**config.mk**
```make
export PLATFORM = sky130hd
export DESIGN_NAME = multi_cycle_ctrl
export DESIGN_NICKNAME = d
export VERILOG_FILES = /design/src/rtl/multi_cycle_ctrl.sv
export SDC_FILE = /design/constraint.sdc
export NUM_CORES = 1
export LEC_CHECK = 0
export ABC_CLOCK_PERIOD_IN_PS = 4070
export BUFFER_PORTS_ARGS = -buffer_cell sky130_fd_sc_hd__buf_2
export CAP_MARGIN = 20
export CORE_MARGIN = 4
export CORE_UTILIZATION = 52
export CTS_CLUSTER_SIZE = 28
export DETAILED_ROUTE_END_ITERATION = 7
export GPL_TIMING_DRIVEN = 1
export PLACE_DENSITY_LB_ADDON = 0.12
export SLEW_MARGIN = 20
export SYNTH_ARGS = -nofsm -noshare
export SYNTH_HDL_FRONTEND = slang
export SYNTH_SLANG_ARGS = --single-unit
```
**constraint.sdc**
```tcl
create_clock -name clk -period 4.07 [get_ports clk]
set_input_delay 0.407 -clock clk [delete_from_list [all_inputs] [get_ports clk]]
set_output_delay 0.407 -clock clk [all_outputs]
set_load 0.03 [all_outputs]
```
**src/rtl/multi_cycle_ctrl.sv**
```systemverilog
// Main control FSM of the multi-cycle CPU: IF -> ID -> EXE -> MEM -> WB.
// All datapath enables are registered; they are decoded from the state being
// entered and so change on the same edge as `state`.
// Optional feature macro: CTRL_HALT_EN (opcode 111111 parks the FSM in HALT).
module multi_cycle_ctrl #(
  parameter int op_width     = 6,
  parameter int alu_op_width = 3
) (
  input  logic                    clk,
  input  logic                    reset,
  input  logic [op_width-1:0]     opcode,
  input  logic                    zero,
  input  logic                    mem_ready,
  output logic                    pc_write,
  output logic                    ir_write,
  output logic                    mem_read,
  output logic                    mem_write,
  output logic                    reg_write,
  output logic [1:0]              read2_sel,
  output logic [alu_op_width-1:0] alu_op,
  output logic [2:0]              state
);

  localparam logic [op_width-1:0] OP_RADD = op_width'(6'b000000);
  localparam logic [op_width-1:0] OP_ADDI = op_width'(6'b000001);
  localparam logic [op_width-1:0] OP_J    = op_width'(6'b000010);
  localparam logic [op_width-1:0] OP_BEQ  = op_width'(6'b000100);
  localparam logic [op_width-1:0] OP_LW   = op_width'(6'b100011);
  localparam logic [op_width-1:0] OP_SW   = op_width'(6'b101011);
`ifdef CTRL_HALT_EN
  localparam logic [op_width-1:0] OP_HALT = op_width'(6'b111111);
`endif

  localparam logic [alu_op_width-1:0] ALU_ADD   = alu_op_width'(3'b000);
  localparam logic [alu_op_width-1:0] ALU_SUB   = alu_op_width'(3'b001);
  localparam logic [alu_op_width-1:0] ALU_PASSB = alu_op_width'(3'b010);

  typedef enum logic [2:0] {
    S_IF   = 3'd0,
    S_ID   = 3'd1,
    S_EXE  = 3'd2,
    S_MEM  = 3'd3,
    S_WB   = 3'd4,
    S_HALT = 3'd5
  } state_e;

  typedef enum logic [2:0] {
    C_ILL, C_RADD, C_ADDI, C_J, C_BEQ, C_LW, C_SW, C_HALT
  } cls_e;

  state_e                  cur, nxt;
  cls_e                    dec_cls, cls_q, eff_cls;
  logic [1:0]              dec_r2;
  logic [alu_op_width-1:0] nxt_alu;

  assign state = cur;

  // Opcode decode; only consumed while in ID (latched into cls_q there).
  always_comb begin
    dec_cls = C_ILL;
    unique case (opcode)
      OP_RADD: dec_cls = C_RADD;
      OP_ADDI: dec_cls = C_ADDI;
      OP_J:    dec_cls = C_J;
      OP_BEQ:  dec_cls = C_BEQ;
      OP_LW:   dec_cls = C_LW;
      OP_SW:   dec_cls = C_SW;
`ifdef CTRL_HALT_EN
      OP_HALT: dec_cls = C_HALT;
`endif
      default: dec_cls = C_ILL;
    endcase
  end

  // The opcode is looked at only during ID; later states use the latched class,
  // so opcode changes after ID cannot disturb the running instruction.
  assign eff_cls = (cur == S_ID) ? dec_cls : cls_q;

  // Register-2 select chosen in ID and held until the next ID.
  always_comb begin
    dec_r2 = 2'b10;
    if (dec_cls == C_RADD || dec_cls == C_BEQ) dec_r2 = 2'b00;
    else if (dec_cls == C_SW)                  dec_r2 = 2'b01;
  end

  // Next-state logic.
  always_comb begin
    nxt = cur;
    unique case (cur)
      S_IF:  nxt = mem_ready ? S_ID : S_IF;
      S_ID: begin
        if (eff_cls == C_ILL)       nxt = S_IF;
        else if (eff_cls == C_HALT) nxt = S_HALT;
        else                        nxt = S_EXE;
      end
      S_EXE: begin
        if (eff_cls == C_J || eff_cls == C_BEQ)       nxt = S_IF;
        else if (eff_cls == C_LW || eff_cls == C_SW)  nxt = S_MEM;
        else                                          nxt = S_WB;
      end
      S_MEM: begin
        if (mem_ready) nxt = (eff_cls == C_LW) ? S_WB : S_IF;
        else           nxt = S_MEM;
      end
      S_WB:   nxt = S_IF;
      S_HALT: nxt = S_HALT;
      default: nxt = S_IF;
    endcase
  end

  // ALU operation for the state being entered (only meaningful in EXE).
  always_comb begin
    nxt_alu = ALU_ADD;
    if (nxt == S_EXE) begin
      if (eff_cls == C_BEQ)    nxt_alu = ALU_SUB;
      else if (eff_cls == C_J) nxt_alu = ALU_PASSB;
    end
  end

  // State register plus registered enables decoded from the entered state;
  // the fetch strobes (ir_write/pc_write) therefore show during the ID cycle.
  always_ff @(posedge clk) begin
    if (reset) begin
      cur       <= S_IF;
      cls_q     <= C_ILL;
      pc_write  <= 1'b0;
      ir_write  <= 1'b0;
      mem_read  <= 1'b1;
      mem_write <= 1'b0;
      reg_write <= 1'b0;
      read2_sel <= 2'b10;
      alu_op    <= ALU_ADD;
    end else begin
      cur <= nxt;
      if (cur == S_ID) begin
        cls_q     <= dec_cls;
        read2_sel <= dec_r2;
      end
      pc_write  <= (nxt == S_ID) ||
                   (nxt == S_EXE && (eff_cls == C_J || (eff_cls == C_BEQ && zero)));
      ir_write  <= (nxt == S_ID);
      mem_read  <= (nxt == S_IF) || (nxt == S_MEM && eff_cls == C_LW);
      mem_write <= (nxt == S_MEM && eff_cls == C_SW);
      reg_write <= (nxt == S_WB);
      alu_op    <= nxt_alu;
    end
  end

endmodule

```
Word-level counts from Yosys, hierarchy flattened
Cells that the tools add are included.

Bitwise logic cells: 1. Reduce and logical (&&, ||, !) cells: 16. Eq/ne operators: 21. Muxes and demuxes: 14.

Operator list (number): $eq 3x3->1 const B (8); $mux 3 (7); $pmux 3 s6 (1); $eq 3x2->1 const B (5); $pmux 3 s5 (1); $eq 6x6->1 const B (2); $eq 3x1->1 const B (3); $logic_not 3->1 (3); $eq 6x1->1 const B (1); $eq 6x2->1 const B (1); $eq 6x3->1 const B (1); $logic_not 6->1 (1); $logic_or 1x1->1 (6); $mux 2 (3); $logic_and 1x1->1 (4); $reduce_or 3->1 (1); $mux 1 (2); $reduce_or 2->1 (1); $not 1->1 (1).

Output and inout bits: 13. Logic and storage cells: 62. Input port bits: 10. Flip-flop bits (word level): 15.

Depth between registers and ports, before layout
Word-level depth: 11. Mapped depth: 7. Depth with buffers taken out: 6.

Worst setup path after synthesis
No wires, ideal clock.

Path type: reg2reg. From: reg cur[0], in the netlist state[0]. To: reg mem_read. Setup time: 120 ps. Stages on the path, launching flop included: 8. Data arrival time: 1722 ps. Buffers on the path: 1. Required time: 3950 ps. Slack: 2228 ps. Clock period less this slack: 1842 ps. Cell sequence: dfxtp_1 or3b_1 buf_2 nor3_2 a22oi_4 nand2_1 nor2_1 a211o_1.

Word-level cells in the longest chain between the ends: 10. Elaborated cells between the ends (all ways): 25. Those cells by class: eq/ne (10); mux (8); reduce/logical (7).

Ends and longest elaborated chain: start: declaration (line 51) `state_e cur, nxt;`; start signal: assignment (line 134) `cur <= nxt;`; $eq 3x1->1 (line 77, 89); $mux 3; $eq 3x3->1 (on tied branches) (line 98, 102, 142); $logic_or 1x1->1 (line 98) `else if (eff_cls == C_LW || eff_cls == C_SW) nxt = S_MEM;`; $mux 3 (line 98); $mux 3 (line 97) `if (eff_cls == C_J || eff_cls == C_BEQ) nxt = S_IF;`; $pmux 3 s5 (line 89) `unique case (cur)`; $eq 3x2->1 (line 142) `mem_read <= (nxt == S_IF) || (nxt == S_MEM && eff_cls == C_LW);`; $logic_and 1x1->1 (line 142); $logic_or 1x1->1 (*) (line 142); end signal: assignment (line 142); end: declaration (line 16) `output logic mem_read,`.

Every way passes the cells marked *; elsewhere a longest branch is shown, timed or not. A chain may end at the register's enable or synchronous reset.

Worst setup path in the final report
From: reg cur[1], in the netlist state[1]. To: reg mem_read.

The elaborated chain is that of the path after synthesis.

==> metrics.yaml <==
run_status:
  status: "finished, final reports clean"
grt:
  grt_pass1_vias: 653
  antenna_found_initial: 0
  grt_pass1_wl_mm: 2.97
  globalRoute.totalOverflow: 0
  grt_use_total_pct: 19.6
  grt_max_degree: 14
timing:
  slew_headroom_pct: 65.1
  min_period_over_period_pct: 45.7
  timing.setup.tns_ns: 0
  final_period_minus_worst_setup_slack_ns: 1.86
  final-max-slew-violation-count: 0
  timing.hold.ws_ns: 0.405
  finalHoldViolCount: 0
  grt_setup_unrepaired: "no"
  clock.fmax_mhz: 538
  setup_viol_count_final: 0
  worst-slew-pin-transition_ns: 0.524
  post-route-worst-setup-slack_ns: 2.21
  worst_clock_skew_ns: 0.00344
clock_tree:
  postCtsSetupRepairBufs: 0
  clk_latency_ns: 0.29
  cts_max_path_buffers: 2
  htreeDepth: 1
  tritoncts: "yes"
  cts-hold-fix-buffers: 0
  cts_repair_resize_count: 0
  clockRootBuffer: "clkbuf_4"
  cts_buffers: 3
  clock_sink_count: 15
  cts.reportedPaths.clkPinSlew_ns: 0.09
power_and_ir_drop:
  peakVddDrop_mv: 0.214
  power_leakage_nw: 0.400
  power_density_nw_per_um2: 305
synthesis:
  postSynthAreaPerCell_um2: 8.83
  ys_seq_elements: 15
  number_of_synthesized_flops_with_an_enable_pin: 0
  asyncSetResetFlopFracSynth_pct: 0
  ys.warnings.count: 0
  synth.cells.most_frequent: "dfxtp_1 (15), nor2_1 (9), nand2_1 (8), a21oi_1 (7), nor3_1 (6)"
  synth.area.mux_share_pct: 0
  synth_flop_cell: "dfxtp_1"
  yosysSeqAreaShare_pct: 38.6
  synth-simple-area-share_pct: 34.3
  synthMostInstantiatedCell: "dfxtp_1"
  synthTopCellsByArea: "dfxtp_1 (39%), a21oi_1 (4.5%), nor2_1 (4.3%)"
  synth-compound-area-share_pct: 20.6
  synth_top_family_by_area: "simple AND/OR/NAND/NOR gates"
  synth_top_cell_area_share_pct: 38.6
  synth_area_um2: 777
  synth_area_leader_cell: "dfxtp_1"
  post_synth_xor_area_fraction_pct: 1.13
  synthesis.instances: 88
  synth.distinct_cells: 38
  synth_fa_ha_area_share_pct: 1.29
  postSynthNetCount: 98
die:
  core_um2: 1350
  floorplan.initialDensity_pct: 57.6
  io_pins: 23
  fp.dieArea_um2: 2180
  rows: 13
  die_h_um: 46.7
  die_width_um: 46.7
routing:
  routedWlPerCell_um: 13.4
  detailedRoute.firstPassIterationCount: 4
  ant_nets: 0
  first_iter_violations: 15
  finalWirelength_mm: 1.68
  total_via_count_in_the_routed_design: 717
  viasPerCell: 5.74
  drc: 0
worst_hold_path:
  hold_startpoint: "mem_ready"
  hold_class: "in -> reg"
  hold_path_cells: 3
  min_to: "ir_write$_SDFF_PP0_"
cells_and_area:
  drive_above_1_share_pct: 30.9
  finalNetCount: 121
  flow.area_growth_from_synthesis_pct: 17.4
  insertedDiodeCount: 0
  utilization_of_the_core_after_routing_pct: 67.6
setup_path:
  cp_slowest_stage_delay_ns: 0.60
  rrSetupSlack_ns: 2.21
  critical_path.startpoint: "state[1]$_SDFF_PP0_"
  critical_path_class: "reg -> reg"
  cp_arrival_ns: 2.04
  crit_chain: "or3b_1, nor3_2, a22oi_4, nand2_1, nor2_1, a211o_1"
  regToRegEndpoint: "mem_read$_SDFF_PP1_"
  required_ns: 4.25
  ff2ff_path_depth: 6
  worstSetupStartpointType: "flip-flop"
  critical_path.max_fanout: 9
  setup.worst_path.end_class: "flip-flop"
  critPathSlowestCell: "or3b_1"
  worstReg2RegStart: "state[1]$_SDFF_PP0_"
  worst-path-buf-inv: 0
  crit_family: "simple AND/OR/NAND/NOR gates"
place:
  post-dp-hpwl_mm: 1.27
  preCtsSetupSlack_ns: 2.14
  portBuffers: 21
  gpl.final_weighted_congestion: 0.794
job:
  drv.max_cap_violation_count: 0
## kinds of logic after synthesis
kind of cell	Yosys count
AND/OR/NAND/NOR	45
AO/OA/AOI/OAI	19
flip-flops	15
buffers and inverters	6
XOR/XNOR	1
adder cells (fa/ha/maj)	1
other	1
## worst max path at each step
stage	endpoint	slack, ns	depth (start not counted)
after global routing	mem_read$_SDFF_PP1_	2.09	5
after global placement	mem_read$_SDFF_PP1_	2.18	7
after detailed placement	mem_read$_SDFF_PP1_	2.14	7
final	mem_read$_SDFF_PP1_	2.21	6
after CTS	mem_read$_SDFF_PP1_	2.21	6
after floorplan	mem_read$_SDFF_PP1_	2.23	7
## area by class of cell
cell class	count	area (µm²)
Sequential cell	15	300
Timing Repair Buffer	21	105
Tap cell	15	18.8
Inverter	3	11.3
Multi-Input combinational cell	67	449
Clock inverter	1	5.00
Fill cell	119	438
Clock buffer	3	22.5
## layer usage
metal,GRT usage [%],wire (µm),up-vias
li1,-,-,371
met1,25.5,793,324
met2,30.5,767,18
met3,3.52,76,4
met4,9.94,40,0
met5,0,0,-
## registers in the layout (all words and copies together) (netlist names), 2 cells and up
register,count
state,3
read2_sel,2
cls_q,3
alu_op,2
## worst register-to-register path, cell delays in order (launching register included)
cell     delay, ns
dfxtp_1       0.41
or3b_1        0.60
nor3_2        0.24
a22oi_4       0.11
nand2_1       0.09
nor2_1        0.04
a211o_1       0.27
## per-stage QoR
| step | instances | area (µm²) | power [mW] |
|---|---|---|---|
| global placement | 121 | 885 | 0.194 |
| global route | 125 | 912 | 0.294 |
| CTS | 125 | 912 | 0.281 |
| detailed placement | 121 | 885 | 0.195 |
| finish | 125 | 912 | 0.278 |
| floorplan | 88 | 777 | 0.181 |
## placed cells by master (no fill, tap or decap), drive strengths merged, types with 2 or more instances in the layout
cell    netlist  final
a21oi         7      7
buf           2     21
clkbuf        1      3
dfxtp        15     15
inv           3      3
nand2         8      8
nand3         3      3
nand3b        2      2
nand4         2      2
nor2          9      9
nor2b         2      2
nor3          8      8
nor3b         2      2
nor4          2      2
o21ai         2      2
o21bai        2      2
or4b          2      2
## where the power goes
part	internal (mW)	total, mW	switching (mW)
clock network	0.0365	0.0866	0.0500
logic	0.0140	0.0397	0.0257
registers	0.150	0.152	0.00205
total	0.200	0.278	0.0778
Note: power is estimated with default switching activity, not from simulation.
